### src/rtl/led_position_tracker.sv
// One-hot area position tracker for an N_LED bar with a sticky DONE state (whole bar lit).
// Define LED_BLINK_EN to make the bar blink in DONE, with BLINK_DIV cycles per half-period.
module led_position_tracker #(
  parameter int N_LED     = 8,
  parameter int AREA_W    = $clog2(N_LED),
  parameter int BLINK_DIV = 25_000_000
) (
  input  logic              clk,
  input  logic              reset,
  input  logic              finish,
  input  logic              switch,
  input  logic [AREA_W-1:0] area,
  output logic [N_LED-1:0]  led,
  output logic [AREA_W-1:0] pos,
  output logic              done,
  output logic              changed,
  output logic              err
);

  if (N_LED < 2 || N_LED > 256 || AREA_W < 1 || BLINK_DIV < 1) begin : g_bad_params
    $error("led_position_tracker: illegal parameter set");
  end

  typedef enum logic {TRACK, DONE} state_t;

  state_t            state_q;
  logic [N_LED-1:0]  led_q;
  logic [AREA_W-1:0] pos_q;
  logic              done_q;
  logic              changed_q;
  logic              err_q;
  logic              area_ok;

  // Area 0 drives the MSB LED.
  function automatic logic [N_LED-1:0] onehot(input logic [AREA_W-1:0] a);
    logic [N_LED-1:0] v;
    v = '0;
    for (int i = 0; i < N_LED; i++) begin
      v[i] = (a == AREA_W'(N_LED - 1 - i));
    end
    return v;
  endfunction

  // One extra bit so the compare is also correct when N_LED == 2**AREA_W.
  assign area_ok = ({1'b0, area} < (AREA_W + 1)'(N_LED));

`ifdef LED_BLINK_EN
  localparam int CNT_W = $clog2(BLINK_DIV + 1);
  logic [CNT_W-1:0] blink_cnt_q;
  logic             blink_on_q;
  logic             blink_wrap;
  assign blink_wrap = (blink_cnt_q == CNT_W'(BLINK_DIV - 1));
`endif

  always_ff @(posedge clk) begin
    if (reset) begin
      state_q   <= TRACK;
      pos_q     <= '0;
      led_q     <= onehot('0);
      done_q    <= 1'b0;
      changed_q <= 1'b0;
      err_q     <= 1'b0;
`ifdef LED_BLINK_EN
      blink_cnt_q <= '0;
      blink_on_q  <= 1'b1;
`endif
    end else begin
      changed_q <= 1'b0;
      err_q     <= 1'b0;
      case (state_q)
        TRACK: begin
          if (finish) begin
            state_q <= DONE;
            led_q   <= '1;
            done_q  <= 1'b1;
          end else if (switch) begin
            if (!area_ok) begin
              err_q <= 1'b1;
            end else if (area != pos_q) begin
              pos_q     <= area;
              led_q     <= onehot(area);
              changed_q <= 1'b1;
            end
          end
        end
        DONE: begin
`ifdef LED_BLINK_EN
          if (blink_wrap) begin
            blink_cnt_q <= '0;
            blink_on_q  <= ~blink_on_q;
            led_q       <= blink_on_q ? '0 : '1;
          end else begin
            blink_cnt_q <= blink_cnt_q + 1'b1;
          end
`endif
        end
      endcase
    end
  end

  assign led     = led_q;
  assign pos     = pos_q;
  assign done    = done_q;
  assign changed = changed_q;
  assign err     = err_q;

endmodule

### config.mk
export PLATFORM = sky130hd
export DESIGN_NAME = led_position_tracker
export DESIGN_NICKNAME = d
export VERILOG_FILES = /design/src/rtl/led_position_tracker.sv
export SDC_FILE = /design/constraint.sdc
export NUM_CORES = 1
export LEC_CHECK = 0
export CAP_MARGIN = 20
export CORE_ASPECT_RATIO = 0.9
export CORE_MARGIN = 1.5
export CORE_UTILIZATION = 44
export DETAILED_ROUTE_END_ITERATION = 8
export HOLD_SLACK_MARGIN = 0.12
export PLACE_DENSITY = 0.81
export SLEW_MARGIN = 20
export SYNTH_ARGS = -nofsm -noshare
export SYNTH_HDL_FRONTEND = slang
export SYNTH_SLANG_ARGS = --single-unit
### constraint.sdc
create_clock -name clk -period 1.7 [get_ports clk]
set_input_delay 0.34 -clock clk [delete_from_list [all_inputs] [get_ports clk]]
set_output_delay 0.34 -clock clk [all_outputs]
set_load 0.02 [all_outputs]
* Word-level counts from Yosys, hierarchy flattened
Index checks and enable logic that the tools add are counted.
Storage, ports and cells: logic and storage cells 29, bits in registers 14, output and inout bits 14, input port bits 7
Cells by class: bitwise gates (word level) 3, reductions and logical operators 7, eq/ne operators 8, muxes and demuxes 6
Operator list (number):
- 8-bit two-way mux | 3
- 3-bit equality test, second input constant | 4
- 3-bit by 2-bit equality test with 1-bit output, second input constant | 2
- 4-bit AND reduction | 1
- 2-bit nonzero test | 2
- 4-bit OR reduction | 1
- 3-bit by 1-bit equality test with 1-bit output, second input constant | 1
- 3-bit logical NOT | 1
- 1-bit two-way mux | 3
- 3-bit != test | 1
- 1-bit inverter | 3
- 3-bit AND reduction | 1
- 2-bit AND reduction | 1

* Logic depth before layout (Yosys ltp)
depth after elaboration 4, gate-level depth with buffers 5, mapped depth without buffers 3

* Worst setup path before layout
Ideal clock, no wire load.
path kind input to register, start input area[0], end register led_q[4] (netlist: led[4]), slack 183 ps, library setup time 151 ps, buffers on the path 1, required time 1549 ps, arrival time 1366 ps, stages on the path 4, path through buf_2 xor2_2 o41ai_4 a221oi_1
Between the ends: word-level cells in the longest chain between the ends 4
Ends and longest elaborated chain:
- start, declared | line 12 | input logic [AREA_W-1:0] area,
- 3-bit by 2-bit equality test with 1-bit output | line 39 | v[i] = (a == AREA_W'(N_LED - 1 - i));
- 8-bit two-way mux | line 79 | end else if (area != pos_q) begin
- 8-bit two-way mux | line 76 | end else if (switch) begin
- 8-bit two-way mux | line 72 | if (finish) begin
- end signal, assigned | line 59 | led_q <= onehot('0);
- end signal, assigned | line 81 | led_q <= onehot(area);
- end, declared | line 27 | logic [N_LED-1:0] led_q;
Parallel ways exist; a longest one is shown, timed or not. The select of a mux whose other input is x is not followed. A chain may end at the register's enable or synchronous reset.

* Worst setup path after layout
start register pos_q[1] (netlist: pos[1]), end output pos[1]
RTL lines:
- start, declared | line 28 | logic [AREA_W-1:0] pos_q;
- start signal, assigned | line 80 | pos_q <= area;
- end, declared | line 14 | output logic [AREA_W-1:0] pos,
No word-level cell between the ends.

==> impl_metrics.json <==
{
  "critPathKind": "flip-flop to output port",
  "rsz0062_at_grt": "no",
  "row_count": 13,
  "place_congestion": 0.808,
  "clkPwrFrac_pct": 29.2,
  "status": "finished, final reports clean",
  "worstPathMaxFanout": 3,
  "clkTransAtPathRegs_ns": 0.09,
  "dr.pass1.iters": 2,
  "switchingPower_mw": 0.232,
  "pwr-share-comb_pct": 26.4,
  "maxSlewViolCount": 0,
  "drtAntennaViolNets": 0,
  "overflow": 0,
  "fin_util_pct": 67.4,
  "clk_path_buf_depth": 2,
  "place_hpwl_mm": 1.01,
  "fmax_mhz": 619,
  "track_usage_pct": 16.2,
  "finalCriticalPeriod_ns": 1.62,
  "synthArstFlopShare_pct": 0,
  "synthTopCellsByArea": "dfxtp_1, a221oi_2, nand2b_1",
  "drt_iter0_markers": 8,
  "ioPinCount": 21,
  "start_kind": "flip-flop",
  "grt_pass1_vias": 512,
  "numCtsBuffers": 3,
  "synth_nets": 76,
  "drt-vias-per-instance": 4.67,
  "avgSynthCellArea_um2": 10.2,
  "p_leak_nw": 0.425,
  "powerDensity_nw_per_um2": 832,
  "start_util_pct": 47.7,
  "synth-seq-area-share_pct": 39.7,
  "hold_viol": 0,
  "syn_to_final_growth_pct": 41.3,
  "die-area_um2": 1850,
  "synthFlopType": "dfxtp_1",
  "port_buffers": 19,
  "synth_top_cells_by_count": "dfxtp_1, inv_1, nand2b_1, nor2_1, a221oi_2",
  "synth_top_area_cell": "dfxtp_1",
  "max_stage_delay_ns": 0.62,
  "synth_top_cell_area_share_pct": 39.7,
  "path_buf_inv": 1,
  "wl_per_cell_um": 11.2,
  "path_cells": "clkdlybuf4s50_1",
  "grt_pass1_wl_mm": 2.08,
  "critical_path_required_ns": 1.36,
  "fp.dieH_um": 41.0,
  "fin_area_um2": 997,
  "finalCritPeriodShare_pct": 95.1,
  "grt_antenna_before_repair": 0,
  "synth_warnings": 0,
  "wl_mm": 1.30,
  "peakVddDrop_uv": 491,
  "yosysMostFrequentCell": "dfxtp_1",
  "syn_inst": 69,
  "vias": 542,
  "grt_start_max_net_pins": 12,
  "seqPwrFrac_pct": 44.4,
  "cts-root-buf": "clkbuf_4",
  "cts_tree": "yes",
  "hold_path_class": "flip-flop to flip-flop",
  "p_int_mw": 0.598,
  "finalSetupTns_ns": 0,
  "nets": 102,
  "synth-edff-count": 0,
  "num-fill-cells": 114,
  "ys_types": 25,
  "syn-cell-area_um2": 706,
  "finClkSkew_ns": 0.00184,
  "drv_cap": 0,
  "setup_viol": 0,
  "drc_errors": 0,
  "cts.sinks": 14,
  "placeableCoreArea_um2": 1480,
  "ys_ff_latch": 14,
  "antenna_cells": 0,
  "cp-end-kind": "output port",
  "die_x_um": 45.2,
  "crit_family": "buffers and inverters",
  "postPlaceCellArea_um2": 956,
  "insertion_delay_ns": 0.28,
  "critPathSlowestCell": "clkdlybuf4s50_1",
  "final_layout_size_suffix_gt1_share_pct": 25.5,
  "cp_data_arrival_time_ns": 1.28,
  "htreeDepth": 1,
  "switching_share_pct": 27.9
}
[registers in the layout, indices dropped and copies added, names as in the netlist]
signal	cells
done	1
led	8
pos	3
state_q	1
changed	1
[worst paths after layout]
path | depth (start not counted) | from | to | slack, ns
worst max register to register | 4 | pos[2] | led[4] | 0.24
worst min register to register | 2 | led[6] | led[6] | 0.46
worst max-delay path | 1 | pos[1] | pos[1] | 0.08
worst min-delay path | 2 | led[6] | led[6] | 0.46
[cells in the final DEF, fill, tap and decap left out, types with 3 or more instances in the layout]
cell type and count:
inv_1 8, nand3b_1 3, a221oi_2 5, dfxtp_1 14
nand2b_1 6, buf_4 8, nor2_1 6, clkdlybuf4s50_1 17
mux2i_1 3, clkbuf_4 3
[kinds of logic after synthesis]
logic type / after synthesis / share of synthesized area [%]
and+or+nand+nor: 21 / 17.0
other: 1 / 0.531
xor gates and xnor gates: 3 / 5.85
DFF: 14 / 39.7
muxes: 3 / 4.26
AOI/OAI and AO/OA: 12 / 21.6
buffers and inverters: 15 / 11.0
[worst min-delay path, delay by kind of cell (launching register included)]
| family | cells | cell delay, ns |
|---|---|---|
| buffers and inverters | 1 | 0.06 |
| AO/OA/AOI/OAI | 1 | 0.05 |
| flip-flops | 1 | 0.31 |
[layer usage]
metal | wire length (um) | GRT usage [%]
met5 | 0 | 0
met4 | 13 | 4.41
met3 | 53 | 4.41
met2 | 651 | 30.4
met1 | 577 | 18.4
[timing repair]
item / in CTS / in global routing
endpoints found under the setup margin: 0 / 2
hold buffers: 0 / 0
buffers inserted: 0 / 0
gates resized for setup: 0 / 2
[layout make-up]
type,count,area [um^2],area share (%)
well taps,22,27.5,2.76
flip-flops and latches,14,280,28.1
repair buffers,28,275,27.6
clock buffers,4,36.3,3.64
multi-input cells,40,348,34.9
inverters,8,30.0,3.01
[power by group through the flow]
stage          Sequential (mW)  Combinational, mW  Clock (mW)
5_1_grt                  0.371              0.234       0.259
3_3_place_gp             0.375              0.217           0
4_1_cts                  0.369              0.221       0.250
6_report                 0.368              0.219       0.243
3_5_place_dp             0.376              0.220           0
2_1_floorplan            0.406             0.0982           0
[metrics by stage]
stage	worst slack, ns	std cells	power [mW]	hold WS, ns
floorplan	0.183	69	0.504	0.459
global placement	-0.160	112	0.592	0.446
detailed placement	-0.204	112	0.596	0.452
CTS	0.0207	116	0.840	0.465
global route	0.0280	116	0.864	0.489
finish	0.0837	116	0.830	0.459
Note: power is estimated with default switching activity, not from simulation.
